--- config.mk ---
export PLATFORM = sky130hd
export DESIGN_NAME = sfx_scheduler
export DESIGN_NICKNAME = d
export VERILOG_FILES = /design/src/rtl/sfx_scheduler.sv
export SDC_FILE = /design/constraint.sdc
export NUM_CORES = 1
export LEC_CHECK = 0
export CAP_MARGIN = 5
export CORE_MARGIN = 10
export CORE_UTILIZATION = 60
export DETAILED_ROUTE_END_ITERATION = 8
export DONT_BUFFER_PORTS = 1
export GPL_TIMING_DRIVEN = 0
export PLACE_DENSITY = 0.85
export SYNTH_ARGS = -nofsm -noshare
export SYNTH_HDL_FRONTEND = slang
export SYNTH_SLANG_ARGS = --single-unit
export TNS_END_PERCENT = 10
--- constraint.sdc ---
create_clock -name clk -period 3.43 [get_ports clk]
set_input_delay 0.5145 -clock clk [delete_from_list [all_inputs] [get_ports clk]]
set_output_delay 0.5145 -clock clk [all_outputs]
set_load 0.005 [all_outputs]
--- src/rtl/sfx_scheduler.sv ---
// Sound-effect clip scheduler: latches clip play requests, picks one by fixed priority
// (with preemption), walks that clip's ROM slot at the sample rate and holds each sample.
module sfx_scheduler #(
  parameter int          HOLD_TIME = 20_833,
  parameter int          CLIP_SLOT = 16_000,
  parameter logic [63:0] CLIP_LENS = {16'd9600, 16'd4800, 16'd2400, 16'd2400},
  parameter int          ROM_LAT   = 2
) (
  input  logic        clk,
  input  logic        rst,
  input  logic        en,
  input  logic [3:0]  req,
  input  logic [15:0] rom_dout,
  output logic [16:0] rom_addr,
  output logic [15:0] sample,
  output logic        sample_valid,
  output logic        busy,
  output logic [1:0]  playing_id,
  output logic        done,
  output logic        state_dbg
);

  localparam int              HW        = (HOLD_TIME > 1) ? $clog2(HOLD_TIME) : 1;
  localparam int              IW        = $clog2(CLIP_SLOT + 1);
  localparam logic [HW-1:0]   HOLD_LAST = HW'(HOLD_TIME - 1);
  localparam logic [HW-1:0]   CAP_AT    = HW'(ROM_LAT);
  localparam logic [16:0]     SLOT      = 17'(CLIP_SLOT);

  typedef enum logic {IDLE = 1'b0, PLAY = 1'b1} state_t;

  state_t        state, state_n;
  logic [3:0]    pend, pend_n, cand;
  logic [1:0]    win, pid_n;
  logic [IW-1:0] idx, idx_n;
  logic [HW-1:0] hold, hold_n;
  logic [15:0]   sample_n, len;
  logic          sv_n, above, restart, preempt, last, done_c;

  // Handshake: req bits are single-cycle pulses with no back-pressure; a pulse is
  // either granted in the cycle it arrives or remembered in pend until served.
  assign cand     = en ? (pend | req) : 4'b0000;
  assign len      = CLIP_LENS[{playing_id, 4'b0000} +: 16];
  assign last     = (17'(idx) == (17'(len) - 17'd1));
  assign rom_addr = 17'(playing_id) * SLOT + 17'(idx);
  assign busy     = (state == PLAY);
  assign state_dbg = state;
  assign done     = done_c & ~rst;

  always_comb begin
    win   = 2'd0;
    above = 1'b0;
    for (int i = 0; i < 4; i++) begin
      if (cand[i]) win = 2'(i);
      if (cand[i] && (2'(i) > playing_id)) above = 1'b1;
    end
    restart = en & req[playing_id];
    preempt = (state == PLAY) && (above || restart);
  end

  always_comb begin
    state_n  = state;
    pend_n   = cand;
    pid_n    = playing_id;
    idx_n    = idx;
    hold_n   = hold;
    sample_n = sample;
    sv_n     = 1'b0;
    done_c   = 1'b0;
    if (!en) begin
      // idx is kept so rom_addr holds its last value while disabled
      state_n  = IDLE;
      pend_n   = 4'b0000;
      hold_n   = '0;
      sample_n = 16'd0;
    end else if ((state == IDLE && cand != 4'b0000) || preempt) begin
      state_n = PLAY;
      pid_n   = win;
      idx_n   = '0;
      hold_n  = '0;
      pend_n  = cand & ~(4'b0001 << win);
      if (state == IDLE) sample_n = 16'd0;
    end else if (state == IDLE) begin
      sample_n = 16'd0;
    end else begin
      if (hold == CAP_AT) begin
        sample_n = rom_dout;
        sv_n     = 1'b1;
      end
      if (hold == HOLD_LAST) begin
        if (last) begin
          state_n  = IDLE;
          done_c   = 1'b1;
          sample_n = 16'd0;
        end else begin
          idx_n  = idx + 1'b1;
          hold_n = '0;
        end
      end else begin
        hold_n = hold + 1'b1;
      end
    end
  end

  always_ff @(posedge clk) begin
    if (rst) begin
      state        <= IDLE;
      pend         <= 4'b0000;
      playing_id   <= 2'd0;
      idx          <= '0;
      hold         <= '0;
      sample       <= 16'd0;
      sample_valid <= 1'b0;
    end else begin
      state        <= state_n;
      pend         <= pend_n;
      playing_id   <= pid_n;
      idx          <= idx_n;
      hold         <= hold_n;
      sample       <= sample_n;
      sample_valid <= sv_n;
    end
  end

endmodule

==> impl.org <==
** Worst setup path
- The worst setup path is captured at a primary output.
- Critical-path top delay cell :: or4_2
- For this run, the slowest stage of the critical path takes 0.55 ns.
- In this run the worst path has a maximum fanout of 8.
- STA puts the critical path data required time at 2.92 ns.
- The critical path goes through inv_1 -> ha_1 -> or4_2 -> a222oi_1 -> buf_4 -> nand3b_1 -> nor3_2.
- STA puts the critical path data arrival time at 2.63 ns.
- Worst setup SP type :: flop
- Critical setup path kind :: flop to primary output

** Place
- Timing analysis after detailed placement gives a worst setup slack of -0.132 ns.
- Total placed cells including tap cells :: 381
- Buffers placed on the I/O ports in this run total 0.
- Summed over all nets, the half-perimeter wirelength after detailed placement is 5010 microns.
- GP Congestion :: 0.898

** Layout
- The library cell used most frequently in the layout, excluding fill and tap cells, is dfxtp_1.
- Synthesis-to-layout area growth :: 6.81%
- Of the cells placed in the final design, the portion with a size suffix greater than 1 is 12.7%.
- Counting the fill cells in the layout gives 418.
- Number of diodes added for antenna fixing :: 0
- The count of cells in the finished layout, fillers not included, comes to 392.
- In the layout the commonest cells are 51 x dfxtp_1, 40 x nor2_1, 20 x nand2_1.
- NumNets Final :: 378

** Yosys
- Number of synthesized register bits :: 53
- The synthesized design contains 0 enable-type register cells.
- Syn Nets :: 368
- Sequential elements use 36.6% of the synthesized area.
- Most frequently used flop master after synthesis :: dfxtp_1
- Synthesis handed over a netlist of 327 instances.
- Mean cell area of the mapped netlist :: 8.87 sq um
- After synthesis, the largest area contributor takes up 36.6% of total cell area.
- Number of distinct library cells after synthesis :: 57
- The Yosys step of the flow raised 0 warnings.
- dfxtp_1 takes more of the synthesized area than any other cell.
- Leading post-synthesis cells by cell area :: dfxtp_1 37%, ha_1 7.3%, nor2_1 5.2%, a22o_1 4.8%, xnor2_1 4.2%
- The cell area that synthesis handed to floorplanning was 0.00290 sq mm.
- Proportion of synthesized flip-flops having asynchronous set or reset :: 0%

** Detailed routing
- DRT Pass-1 Iters :: 4
- In the routed layout, each cell is associated on average with a via count of 6.16.
- After detailed routing, the number of remaining DRC violations is 0.
- The detailed router put a total of 2800 microns of wire on met1.
- The final layout contains routed wiring with a total length of 6710 microns.
- After the first detailed-routing iteration, the DRC count stood at 126.
- Detailed-route via count :: 2413
- The count of nets left with antenna violations once routing finished came out at 0.
- Wire segments on met2 add up to 3330 microns in the final route.
- Top routing layer in use :: met4
- Summed over all nets, wire length on met3 after detailed routing comes to 457 microns.
- In the final routed layout, each cell accounts on average for 17.1 microns.

** Power and ir drop
- Total power consumption of the routed design :: 1.13 mW
- LEAKAGE :: 1.15 nW
- PwrDens :: 364 mW/mm^2
- The worst-case IR drop observed on VDD is 0.288 mV.

** Job
- The tool flagged a number of max-cap violations equal to 0.

** Floorplanning
- The region available for standard cell placement spans 0.00469 sq mm.
- Chip Height :: 89.5 microns
- Std cell rows :: 25
- The initial utilization of the core area, before any placement, comes to 61.8%.
- In this run the count of I/O pins placed on the die edge is 62.
- The die covers 0.00802 sq mm.
- Die outline width :: 89.5 microns

** Clock network
- The number of clock buffers added by TritonCTS is 5.
- Maximum count of clock buffers along a single path :: 2
- TritonCTS built the clock tree.
- Sinks on Clock Net :: 53
- The root buffer cell chosen for the clock tree is clkbuf_8.
- Clock-pin slew was measured on the worst setup and hold paths at 0.10 ns.
- The H-tree was split into 2 levels.
- Cts hold-fix bufs :: 0
- For the worst-skew pair, the clock arrives at the later sink with an insertion delay of 0.32 ns.

** Timing
- RSZ-0062 raised after global routing :: no
- Highest attainable clock frequency :: 318 MHz
- Worst Skew :: 0.00409 ns
- The worst path needs 3.15 ns of the cycle, external delays included.
- Number of hold-slack violations in the final timing report :: 0
- Final count of pins violating max slew :: 0
- For the pin with the worst max-slew slack, the measured transition is 0.981 ns.
- Number of setup violations in the final report :: 0
- Headroom to the max-slew limit came out at 34.2%.
- Smallest setup slack after layout :: 0.285 ns
- Across all hold checks on the routed design, the worst slack comes to 0.311 ns.
- Share of the cycle needed by the critical path after routing :: 91.7%

** Global route
- The first global-routing pass estimated 11000 microns of wire.
- Global Route Usage Sum :: 17.1%
- Via count of the first global-routing pass :: 2375
- Antenna violations before repair :: 0
- Entering global routing, the biggest net connects 19 pins.
- Total global routing overflow :: 0

** Outcome
- The flow ran to the end, and the final reports show no timing, DRC or antenna violations.

** Min path
- The tightest min-delay check is of the input port to flop type.
## cells by family after synthesis
family                   after synthesis  synth area share (%)
AO/OA/AOI/OAI                         70                  17.7
buffers and inverters                 36                  6.68
XOR/XNOR                              23                  6.94
AND/OR/NAND/NOR                      124                  22.6
multiplexers                           3                  1.47
flip-flops                            53                  36.6
adder cells (fa/ha/maj)               18                  8.02
## registers in the layout, indices dropped and copies added (netlist names)
| signal | cells |
|---|---|
| hold | 15 |
| idx | 14 |
| busy | 1 |
| sample | 16 |
| sample_valid | 1 |
| playing_id | 2 |
| pend | 4 |
## metrics by stage
stage / util [%] / setup TNS, ns / cell area, sq um
floorplan: - / 0 / 2900
global placement: 63.3 / -0.804 / 2970
detailed placement: 63.3 / -1.12 / 2970
CTS: 65.7 / 0 / 3080
global route: 66.1 / 0 / 3100
finish: 66.1 / 0 / 3100
## layer usage
| metal | up-vias | track usage [%] |
|---|---|---|
| li1 | 1188 | - |
| met1 | 1154 | 20.0 |
| met2 | 59 | 29.0 |
| met3 | 12 | 4.56 |
| met4 | 0 | 6.65 |
| met5 | - | 0 |
## power breakdown
| part | internal (mW) | switching [mW] | total [mW] | leakage (nW) |
|---|---|---|---|---|
| registers | 0.621 | 0.0110 | 0.632 | 0.429 |
| clock network | 0.148 | 0.227 | 0.375 | 0.0447 |
| logic | 0.0464 | 0.0754 | 0.122 | 0.675 |
| total | 0.815 | 0.313 | 1.13 | 1.15 |
## final timing paths
check	from	to	slack [ns]	depth (start not counted)
max reg2reg	playing_id[1]	sample[14]	0.32	7
min reg2reg	sample[2]	sample[2]	0.53	1
max	playing_id[0]	done	0.28	7
min	rom_dout[9]	sample[9]	0.31	1
## repair_timing
item                       4_1_cts  5_1_grt
setup endpoints to repair       11       25
gates cloned                     0        0
gates resized for setup          2        4
setup buffers                    2        0
pin swaps                        1        0
## worst max-delay path, delay by kind of cell, from the launching register on
kind                     cells  cell delay (ns)
adder cells (fa/ha/maj)      1             0.30
AND/OR/NAND/NOR              3             0.93
buffers and inverters        2             0.31
flip-flops                   1             0.45
AO/OA/AOI/OAI                1             0.32
## cell usage after synthesis, drive strengths merged, types with 2 or more instances
library cell,n
nand2b,4
ha,17
a21oi,17
a211o,2
a2111oi,2
a211oi,5
nand2,20
xnor2,14
clkbuf,6
a2111o,2
a21o,3
or2,2
o31ai,4
buf,11
inv,19
nand4,12
nand3b,4
mux2i,2
nand3,9
or4,8
a22o,16
o21ai,8
dfxtp,53
xor2,9
or3,2
a21boi,2
nor4,2
nor3,8
and3,6
nor2,40
## final cells by class
type | count | area [sq um] | area share [%]
inverters | 19 | 71.3 | 2.30
multi-input cells | 238 | 1660 | 53.5
repair buffers | 3 | 20.0 | 0.646
clock buffers | 5 | 68.8 | 2.22
well taps | 54 | 67.6 | 2.18
plain buffers | 17 | 123 | 3.96
flip-flops and latches | 53 | 1070 | 34.4
clock inverters | 3 | 25.0 | 0.807
Power figures use the tool's default switching activity.
